[src/rtl/alu_exec_unit.sv]
// alu_exec_unit: execute-stage ALU with a serial one-bit-per-cycle shifter for SRL/SLL,
// valid/ready handshakes on both sides, and registered result/branch/jump/illegal flags.
module alu_exec_unit #(
    parameter int WIDTH   = 32,
    parameter int SHAMT_W = 5
) (
    input  logic               clk,
    input  logic               reset,
    input  logic               in_valid,
    output logic               in_ready,
    input  logic [3:0]         ALUOperation,
    input  logic [WIDTH-1:0]   A,
    input  logic [WIDTH-1:0]   B,
    input  logic [SHAMT_W-1:0] shamt,
    output logic               out_valid,
    input  logic               out_ready,
    output logic [WIDTH-1:0]   ALUResult,
    output logic               Zero,
    output logic               BranchTaken,
    output logic               JumpReg,
    output logic               Illegal
);
    typedef enum logic [1:0] {IDLE, SHIFT, DONE} state_t;

    state_t               r_state, w_next;
    logic [WIDTH-1:0]     r_shreg, w_shifted, w_res, w_diff;
    logic [SHAMT_W-1:0]   r_cnt;
    logic                 r_left, w_accept, w_serial, w_br, w_jr, w_ill;

    assign in_ready  = (r_state == IDLE) || (r_state == DONE && out_ready);
    assign out_valid = (r_state == DONE);
    assign w_accept  = in_valid && in_ready;
    // A zero-amount shift needs no serial work and completes like any single-cycle op
    assign w_serial  = (ALUOperation == 4'b0101 || ALUOperation == 4'b0110) && shamt != '0;
    assign w_diff    = A - B;
    assign w_shifted = r_left ? {r_shreg[WIDTH-2:0], 1'b0} : {1'b0, r_shreg[WIDTH-1:1]};

    always_comb begin
        w_next = r_state;
        if (w_accept)
            w_next = w_serial ? SHIFT : DONE;
        else if (r_state == SHIFT)
            w_next = (r_cnt == SHAMT_W'(1)) ? DONE : SHIFT;
        else if (r_state == DONE && out_ready)
            w_next = IDLE;
    end

    always_comb begin
        w_res = '0;
        w_br  = 1'b0;
        w_jr  = 1'b0;
        w_ill = 1'b0;
        case (ALUOperation)
            4'b0000: w_res = A & B;
            4'b0001: w_res = A | B;
            4'b0010: w_res = ~(A | B);
            4'b0011: w_res = A + B;
            4'b0100: w_res = w_diff;
            4'b0101: w_res = B;
            4'b0110: w_res = B;
            4'b0111: w_res = {B[15:0], {(WIDTH-16){1'b0}}};
            4'b1000: begin w_res = w_diff; w_br = (A == B); end
            4'b1001: begin w_res = w_diff; w_br = (A != B); end
            4'b1110: begin w_res = A; w_jr = 1'b1; end
            default: w_ill = 1'b1;
        endcase
    end

    always_ff @(posedge clk or negedge reset) begin
        if (!reset)
            r_state <= IDLE;
        else
            r_state <= w_next;
    end

    always_ff @(posedge clk or negedge reset) begin
        if (!reset) begin
            r_shreg     <= '0;
            r_cnt       <= '0;
            r_left      <= 1'b0;
            ALUResult   <= '0;
            Zero        <= 1'b0;
            BranchTaken <= 1'b0;
            JumpReg     <= 1'b0;
            Illegal     <= 1'b0;
        end else if (w_accept && w_serial) begin
            r_shreg <= B;
            r_cnt   <= shamt;
            r_left  <= ALUOperation[1];
        end else if (w_accept) begin
            ALUResult   <= w_res;
            Zero        <= (w_res == '0);
            BranchTaken <= w_br;
            JumpReg     <= w_jr;
            Illegal     <= w_ill;
        end else if (r_state == SHIFT) begin
            r_shreg <= w_shifted;
            r_cnt   <= r_cnt - SHAMT_W'(1);
            if (r_cnt == SHAMT_W'(1)) begin
                ALUResult   <= w_shifted;
                Zero        <= (w_shifted == '0);
                BranchTaken <= 1'b0;
                JumpReg     <= 1'b0;
                Illegal     <= 1'b0;
            end
        end
    end
endmodule

[config.mk]
export PLATFORM = sky130hd
export DESIGN_NAME = alu_exec_unit
export DESIGN_NICKNAME = d
export VERILOG_FILES = /design/src/rtl/alu_exec_unit.sv
export SDC_FILE = /design/constraint.sdc
export NUM_CORES = 1
export LEC_CHECK = 0
export ABC_AREA = 1
export BUFFER_PORTS_ARGS = -buffer_cell sky130_fd_sc_hd__buf_2
export CELL_PAD_IN_SITES_DETAIL_PLACEMENT = 2
export CELL_PAD_IN_SITES_GLOBAL_PLACEMENT = 2
export CORE_ASPECT_RATIO = 0.8
export CORE_MARGIN = 2
export CORE_UTILIZATION = 34
export DETAILED_ROUTE_END_ITERATION = 12
export GPL_TIMING_DRIVEN = 0
export PLACE_DENSITY = 0.95
export SLEW_MARGIN = 5
export SYNTH_ARGS = -nofsm -noshare
export SYNTH_HDL_FRONTEND = slang
export SYNTH_SLANG_ARGS = --single-unit
export TNS_END_PERCENT = 10
[constraint.sdc]
create_clock -name clk -period 4.05 [get_ports clk]
set_input_delay 0.81 -clock clk [delete_from_list [all_inputs] [get_ports clk]]
set_output_delay 0.81 -clock clk [all_outputs]
set_load 0.005 [all_outputs]
### After elaboration in Yosys (flattened, before gate mapping)

Index checks and enable logic that the tools add are counted.

* register bits after elaboration: 76
* input bits: 77
* output and inout port bits: 38

* add/sub/neg operators: 3
* equality and inequality tests: 16
* multiplexer cells: 27
* bitwise logic cells: 4
* reductions and logical operators: 20

Operators with widths (count)
* $pmux W32 S8: 1
* $mux W32: 7
* $logic_not A32 Y1: 2
* $add A32 B32 Y32: 1
* $and A32 B32 Y32: 1
* $eq A32 B32 Y1: 1
* $ne A32 B32 Y1: 1
* $not A32 Y32: 1
* $or A32 B32 Y32: 1
* $sub A32 B32 Y32: 1
* $eq A4 B3 Y1 const B: 4
* $mux W5: 3
* $eq A4 B4 Y1 const B: 3
* $reduce_or A11 Y1: 1
* $mux W1: 10
* $mux W2: 5
* $eq A4 B2 Y1 const B: 2
* $reduce_bool A2 Y1: 3
* $eq A5 B1 Y1 const B: 1
* $reduce_bool A5 Y1: 1
* $sub A5 B1 Y5 const B: 1
* $eq A4 B1 Y1 const B: 1
* $logic_and A1 B1 Y1: 4
* $logic_not A4 Y1: 1
* other kinds (12): 13

### Depth between registers and ports, before layout

Gate-level depths: netlist (run 1).

* word-level depth: 7
* gate-level depth with buffers: 22

### Worst setup path before layout (run 1)

No wires, ideal clock.

* kind: input to register
* start: in A[0]
* end: reg Zero
* setup time: 0.077 ns
* data arrival time: 2.657 ns
* setup slack: 1.316 ns
* stages: 18
* path buffers: 0
* path through: ha_1 > inv_1 > fa_1 > inv_1 > nand3_1 > nand2_1 > nand3_1 > nand2_1 > nand3_1 > a21oi_1 > nor2_1 > nor2_1 > nand2_1 > nor2_1 > nand2_1 > nor2_1 > nand3_1 > a21oi_1

* word-level cells in the longest chain between the ends: 5

Ends and longest elaborated chain
* start: declaration: RTL line 12 `input logic [WIDTH-1:0] A,`
* branches (longest 2 deep; another with $sub A32 B32 Y32)
* $pmux W32 S8 (*): RTL line 53 `case (ALUOperation)`
* $logic_not A32 Y1 (*): RTL line 92 `Zero <= (w_res == '0);`
* $mux W1 (*): RTL line 90 `end else if (w_accept) begin`
* end signal: assignment: RTL line 92
* end signal: assignment: RTL line 101 `Zero <= (w_shifted == '0);`
* end: declaration: RTL line 18 `output logic Zero,`

Mark *: on every way between the ends.
A chain may end at the register's enable or synchronous reset.

### Worst setup path after layout (run 1)

* start: in B[7]
* end: reg Zero

* word-level cells in the longest chain between the ends: 5

Ends and longest elaborated chain
* start: declaration: RTL line 13 `input logic [WIDTH-1:0] B,`
* branches (longest 2 deep; another with $sub A32 B32 Y32)
* $pmux W32 S8 (*): RTL line 53
* $logic_not A32 Y1 (*): RTL line 92
* $mux W1 (*): RTL line 90

Marks and branches as above.

==> results of run 1 <==
registers in the layout, summed over array words and instances (netlist names):
| register | flops |
|---|---|
| Illegal | 1 |
| ALUResult | 32 |
| r_shreg | 32 |
| Zero | 1 |
| BranchTaken | 1 |
| r_cnt | 5 |
| r_left | 1 |
| r_state | 2 |
| JumpReg | 1 |
final timing paths:
path	cells past startpoint	from	end
max	21	B[7]	Zero
min	1	reset	ALUResult[7]
max reg2reg	8	r_left	Zero
min reg2reg	2	ALUResult[0]	ALUResult[0]
max in group asynchronous	2	reset	JumpReg
min in group clk	2	ALUResult[0]	ALUResult[0]
power groups by stage:
| stage | registers [mW] | clock network, mW | logic, mW |
|---|---|---|---|
| global placement | 0.773 | 0 | 1.06 |
| global route | 0.759 | 0.862 | 1.26 |
| floorplan | 0.773 | 0 | 0.659 |
| detailed placement | 0.773 | 0 | 1.13 |
| CTS | 0.759 | 0.838 | 1.13 |
| finish | 0.759 | 0.839 | 1.16 |
layout make-up:
cell class / instances / share of cell area [%]
Tap cell: 420 / 4.29
Sequential cell: 76 / 15.5
Buffer: 71 / 2.83
Clock inverter: 2 / 0.286
Inverter: 313 / 9.60
Antenna cell: 2 / 0.0409
Multi-Input combinational cell: 1414 / 60.4
Timing Repair Buffer: 115 / 4.91
Clock buffer: 12 / 2.10
Yosys cell counts (all sizes together), types with 3 or more instances:
cell | instances | area, sq um
a32o | 5 | 50.1
nor4 | 5 | 31.3
or2 | 4 | 25.0
nor2 | 159 | 604
a21oi | 70 | 350
ha | 105 | 1310
dfrtp | 76 | 1900
o221ai | 28 | 245
nand4 | 25 | 156
o211ai | 11 | 82.6
buf | 46 | 251
clkbuf | 25 | 95.1
o21ai | 98 | 490
a211oi | 4 | 30.0
xor2 | 3 | 26.3
mux2i | 12 | 120
o22ai | 42 | 277
o21bai | 10 | 75.1
inv | 312 | 1170
nand3 | 177 | 896
a22o | 3 | 26.3
nor3 | 39 | 200
and2 | 3 | 18.8
nand2 | 599 | 2260
per-stage QoR:
stage	area (sq um)	utilization, %	total power, mW	setup slack (ps)	instances
floorplan	10800	-	1.43	1320	1874
global placement	11900	38.0	1.83	124	2408
detailed placement	11900	38.1	1.90	-35.3	2409
CTS	12200	39.0	2.73	284	2423
global route	12200	39.0	2.88	34.5	2424
finish	12200	39.0	2.76	133	2425
cells by family (layout without fill, tap and decap cells):
kind of cell	after synthesis	in the layout
xor+xnor	4	4
other cells	0	2
fa+ha+maj	107	107
flops	76	76
simple gates	1013	1013
mux	12	12
buf+inv	384	513
compound gates	278	278
worst max-delay path: cells and delay by family:
family	cells	cell delay, ps
and+or+nand+nor	14	1980
buffers and inverters	5	910
adders and majority gates	1	340
AOI/OAI and AO/OA	1	150
metal layers:
| layer | vias to the layer above | wire (um) | global-route usage (%) |
|---|---|---|---|
| met3 | 163 | 4950 | 7.84 |
| met5 | - | 23 | 0 |
| met1 | 6906 | 26900 | 48.4 |
| met2 | 661 | 27000 | 58.2 |
| li1 | 6283 | - | - |
| met4 | 4 | 2960 | 16.7 |
==> impl_metrics.tcl, run 1 <==
set metrics [dict create \
    cp.arrival_ps 4180 \
    cts_root_buf "clkbuf_16" \
    fin_nets 2184 \
    switching_share_pct 43.0 \
    power.density_mw_per_mm2 226 \
    grt_pass1_wl_mm 91.1 \
    nFillCells 4084 \
    cts_tree "built" \
    drive_gt1_share_pct 9.49 \
    grt_max_degree 63 \
    ys_ff_latch 76 \
    portBuffers 114 \
    first_global_vias 14700 \
    worstMarginPinSlew_ps 940 \
    drt_iter0_drc 1166 \
    synth_top_family_by_area "simple AND/OR/NAND/NOR gates" \
    ctsResizeCount 0 \
    p_sw_mw 1.19 \
    pwr-share-comb_pct 42.1 \
    ctsHoldBuffers 0 \
    fp.dieW_um 203 \
    grt_overflow 0 \
    synth-compound-area-share_pct 15.6 \
    die_h_um 164 \
    reg2reg_setup_slack_ps 1090 \
    clk_path_buf_depth 2 \
    start_util_pct 34.5 \
    cp_max_fo 8 \
    grt_antenna_before_repair 3 \
    clock_latency_ps 350 \
    drc 0 \
    total_leakage_power_nw 6.75 \
    postSynthAreaPerCell_sq_um 5.77 \
    h-tree-depth 3 \
    pin_count 115 \
    seqPwrFrac_pct 27.5 \
    p_clk_share_pct 30.4 \
    internal-power_mw 1.57 \
    syn_nets 2058 \
    most-common-layout-cells "nand2_1 (596), inv_1 (309), nand3_1 (175)" \
    wirelength_mm 61.9 \
    slew_headroom_pct 37.1 \
    ys_seq_area_share_pct 17.6 \
    regArea_sq_mm 0.00190 \
    gp_congestion 1.03 \
    cp.required_ps 4310 \
    dpl.hpwl_mm 51.6 \
    synth-edff-count 0 \
    synth_area_sq_mm 0.0108 \
    multi_input_area_sq_mm 0.00740 \
    crit_slowest_cell "inv_1" \
    cpPeakStageDelay_ps 400 \
    final_antenna_net_count 0 \
    cts_buffers 9 \
    yosys.area_share.simple_pct 38.9 \
    row_count 58 \
    hold_viol 0 \
    post_cts_buffers 0 \
    fmax_mhz 255 \
    synth_xor_area_share_pct 0.324 \
    cts_sinks 76 \
    criticalPathCategory "input pin to flop" \
    hold_path.class "input pin to asynchronous set/reset pin" \
    coreArea_sq_mm 0.0314 \
    dieArea_sq_mm 0.0333 \
    holdWs_ps 317 \
    wl_per_cell_um 25.5 \
    vias 14000 \
    final_common_cell "nand2_1" \
    cp_common_cell "nand2_1" \
    slew_viol_final 0 \
    period_needed_ps 3920 \
    finalClockSkew_ps 10.9 \
    max_cap_viol_count 0 \
    synthAdderAreaFrac_pct 12.5 \
    syn2layout_area_growth_pct 13.1 \
    async_reset_ff_share_pct 100 \
    syn_inst 1874 \
    first_pass_iters 5 \
    via_per_inst 5.78 \
    crit_chain "buf_2, inv_1, ha_1, buf_2, inv_1, nand2_1, nand2_1, nand2_1, nand2_1, inv_1, nand2_1, nand2_1, nand3_1, nand3_1, nor2_1, nand2_1, nor2_1, nand2_1, nor2_1, nand3_1, a21oi_1" \
    outcome "finished, final reports clean" \
    endpoint_kind "flop" \
    grt_util_all_layers_pct 36.9 \
    ys.flop_type "dfrtp_1" \
    synth_cell_types 44 \
    setup_viol 0 \
    timing.final.crit_share_pct 96.7 \
    synth_warnings 0 \
    peakVddDrop_uv 191 \
    clk_pin_slew_ps 60 \
    start_kind "input pin" \
    synth_mux_area_share_pct 1.11 \
    final.setup.tns_ps 0 \
    rsz0062_at_grt "false" \
]
No activity file was read; power rests on OpenSTA's default activity.
==> run 2, diff against run 1 <==
--- a/config.mk
+++ b/config.mk
@@ -11,7 +11,8 @@
 export CELL_PAD_IN_SITES_GLOBAL_PLACEMENT = 2
 export CORE_ASPECT_RATIO = 0.8
 export CORE_MARGIN = 2
-export CORE_UTILIZATION = 34
+export CORE_UTILIZATION = 35
+export CTS_BUF_LIST = sky130_fd_sc_hd__clkbuf_8
 export DETAILED_ROUTE_END_ITERATION = 12
 export GPL_TIMING_DRIVEN = 0
 export PLACE_DENSITY = 0.95
==> constraint.sdc (replaced) <==
create_clock -name clk -period 4.6 [get_ports clk]
set_input_delay 0.92 -clock clk [delete_from_list [all_inputs] [get_ports clk]]
set_output_delay 0.92 -clock clk [all_outputs]
set_load 0.005 [all_outputs]
==> run 2 against run 1 <==
Net effect: final cell count fell by 0.25%; sequential cell count did not move; sequential share of layout area up 0.089 points; via count is 1.5% higher; sequential power fell by 12%.
==> impl_metrics.tcl, run 2 (synthesis gave the netlist of run 1 again) <==
set metrics [dict create \
    crit_family "simple AND/OR/NAND/NOR gates" \
    peakVddDrop_uv 144 \
    placed_area_sq_mm 0.0119 \
    grt_use_met2_pct 61.4 \
    holdWs_ps 368 \
    rsz0062_at_grt "false" \
    criticalPathCategory "input pin to flop" \
    cts_buffers 9 \
    drt_iter0_drc 1107 \
    top_regs "ALUResult x32, r_shreg x32, r_cnt x5" \
    grt_util_all_layers_pct 38.4 \
    gp_congestion 0.979 \
    syn2layout_area_growth_pct 12.5 \
    finalClockSkew_ps 12.6 \
    fin_nets 2184 \
    outcome "finished, final reports clean" \
    cts_sinks 76 \
    row_count 57 \
    wl_per_cell_um 26.1 \
    dpl.hpwl_mm 52.5 \
    grt_max_degree 64 \
    period_needed_ps 3890 \
    setup_viol 0 \
    hold_viol 0 \
    post_cts_buffers 0 \
    final_common_cell "nand2_1" \
    timing.rr.end "ALUResult[11]" \
    cp_max_fo 8 \
    total_leakage_power_nw 6.72 \
    dieArea_sq_mm 0.0323 \
    drc 0 \
    slew_viol_final 0 \
    power.density_mw_per_mm2 193 \
    pwr-share-comb_pct 43.9 \
    cts_tree "built" \
    reg2reg_from "r_state[0]" \
    grt_antenna_before_repair 2 \
    met1_usage_pct 49.9 \
    crit_slowest_cell "nand3_1" \
    fp.dieW_um 201 \
    clk_pin_slew_ps 90 \
    portBuffers 114 \
    cpPeakStageDelay_ps 330 \
    timing.final.crit_share_pct 84.7 \
    seqPwrFrac_pct 28.4 \
    start_util_pct 35.6 \
    pin_count 115 \
    reg2reg_depth 9 \
    internal-power_mw 1.29 \
    fmax_mhz 257 \
    p_clk_share_pct 27.7 \
    nFillCells 4014 \
    cts_root_buf "clkbuf_8" \
    die_h_um 161 \
    reg2reg_setup_slack_ps 1570 \
    crit_chain "buf_2, inv_1, ha_1, buf_2, nor2_1, nand3_1, nand3_1, nand2_1, nand2_1, nand2_1, nand3_1, nand3_1, nor2_1, nand2_1, nor2_1, nand2_1, nor2_1, nand3_1, a21oi_1" \
    coreArea_sq_mm 0.0304 \
    grt_overflow 0 \
    wirelength_mm 63.0 \
    clock_latency_ps 400 \
    grt_pass1_wl_mm 93.4 \
    endpoint_kind "flop" \
    switching_share_pct 44.9 \
    use_met3_pct 7.00 \
    slew_headroom_pct 30.6 \
    cp.required_ps 4940 \
    h-tree-depth 3 \
    most-common-layout-cells "nand2_1 (596), inv_1 (312), nand3_1 (175)" \
    via_per_inst 5.88 \
    final_antenna_net_count 0 \
    p_sw_mw 1.06 \
    start_kind "input pin" \
    first_global_vias 15200 \
    clk_path_buf_depth 2 \
    worstMarginPinSlew_ps 1040 \
    cp.arrival_ps 4230 \
    hold_path.class "input pin to asynchronous set/reset pin" \
    vias 14200 \
    path_buf_inv 3 \
    ctsResizeCount 0 \
    ctsHoldBuffers 0 \
    grt.busiest_layer "met2" \
    drive_gt1_share_pct 9.48 \
    max_cap_viol_count 0 \
    design_area_sq_mm 0.0122 \
    final.setup.tns_ps 0 \
    first_pass_iters 5 \
]
==> run 2: cell count changes in the layout (fill, tap and decap cells not counted), sizes merged <==
cell	before	now
clkbuf	37	34
inv	312	315
bufinv	1	3
clkinv	2	1
clkinvlp	0	1
diode	2	1
==> run 2: metrics by stage <==
step	power (mW)	instances	utilization, %	setup slack [ps]
2_1_floorplan	1.26	1874	-	1760
3_3_place_gp	1.61	2401	39.2	594
3_5_place_dp	1.67	2402	39.3	414
4_1_cts	2.31	2418	40.1	841
5_1_grt	2.45	2419	40.1	565
6_report	2.35	2419	40.1	706
==> run 2: worst reg2reg max path: cells and delay by family (launching register included) <==
| kind | cells | cell delay [ps] |
|---|---|---|
| flip-flops | 1 | 410 |
| buffers and inverters | 4 | 990 |
| AO/OA/AOI/OAI | 3 | 920 |
| AND/OR/NAND/NOR | 2 | 660 |
==> run 2: per-layer routing <==
metal / vias up / wire (um)
met3: 203 / 4950
met4: 6 / 3410
met1: 7012 / 27000
met2: 719 / 27500
met5: - / 152
li1: 6283 / -
==> run 2: how the worst max path moves through the flow <==
stage	slack (ps)	cells past startpoint	to	startpoint
6_report	710	19	Zero	B[4]
3_3_place_gp	590	19	Zero	B[4]
3_5_place_dp	410	19	Zero	B[4]
2_1_floorplan	1760	18	Zero	A[0]
4_1_cts	840	19	Zero	B[4]
5_1_grt	560	19	Zero	B[4]
==> run 2: power by group through the flow <==
stage / combinational (mW) / sequential (mW) / clock, mW
final: 1.03 / 0.667 / 0.651
after global routing: 1.11 / 0.667 / 0.671
after floorplan: 0.581 / 0.681 / 0
after global placement: 0.925 / 0.681 / 0
after detailed placement: 0.993 / 0.681 / 0
after CTS: 1.00 / 0.667 / 0.641
==> run 2: area by class of cell <==
cell class	count	area [sq um]	area share, %
inverter	313	1170	9.65
timing repair buffer	115	601	4.93
antenna	1	2.50	0.0206
tap	413	517	4.25
clock buffer	9	124	1.02
sequential	76	1900	15.6
buffer	71	347	2.85
multi-input combinational	1414	7400	60.8
clock inverter	7	109	0.894
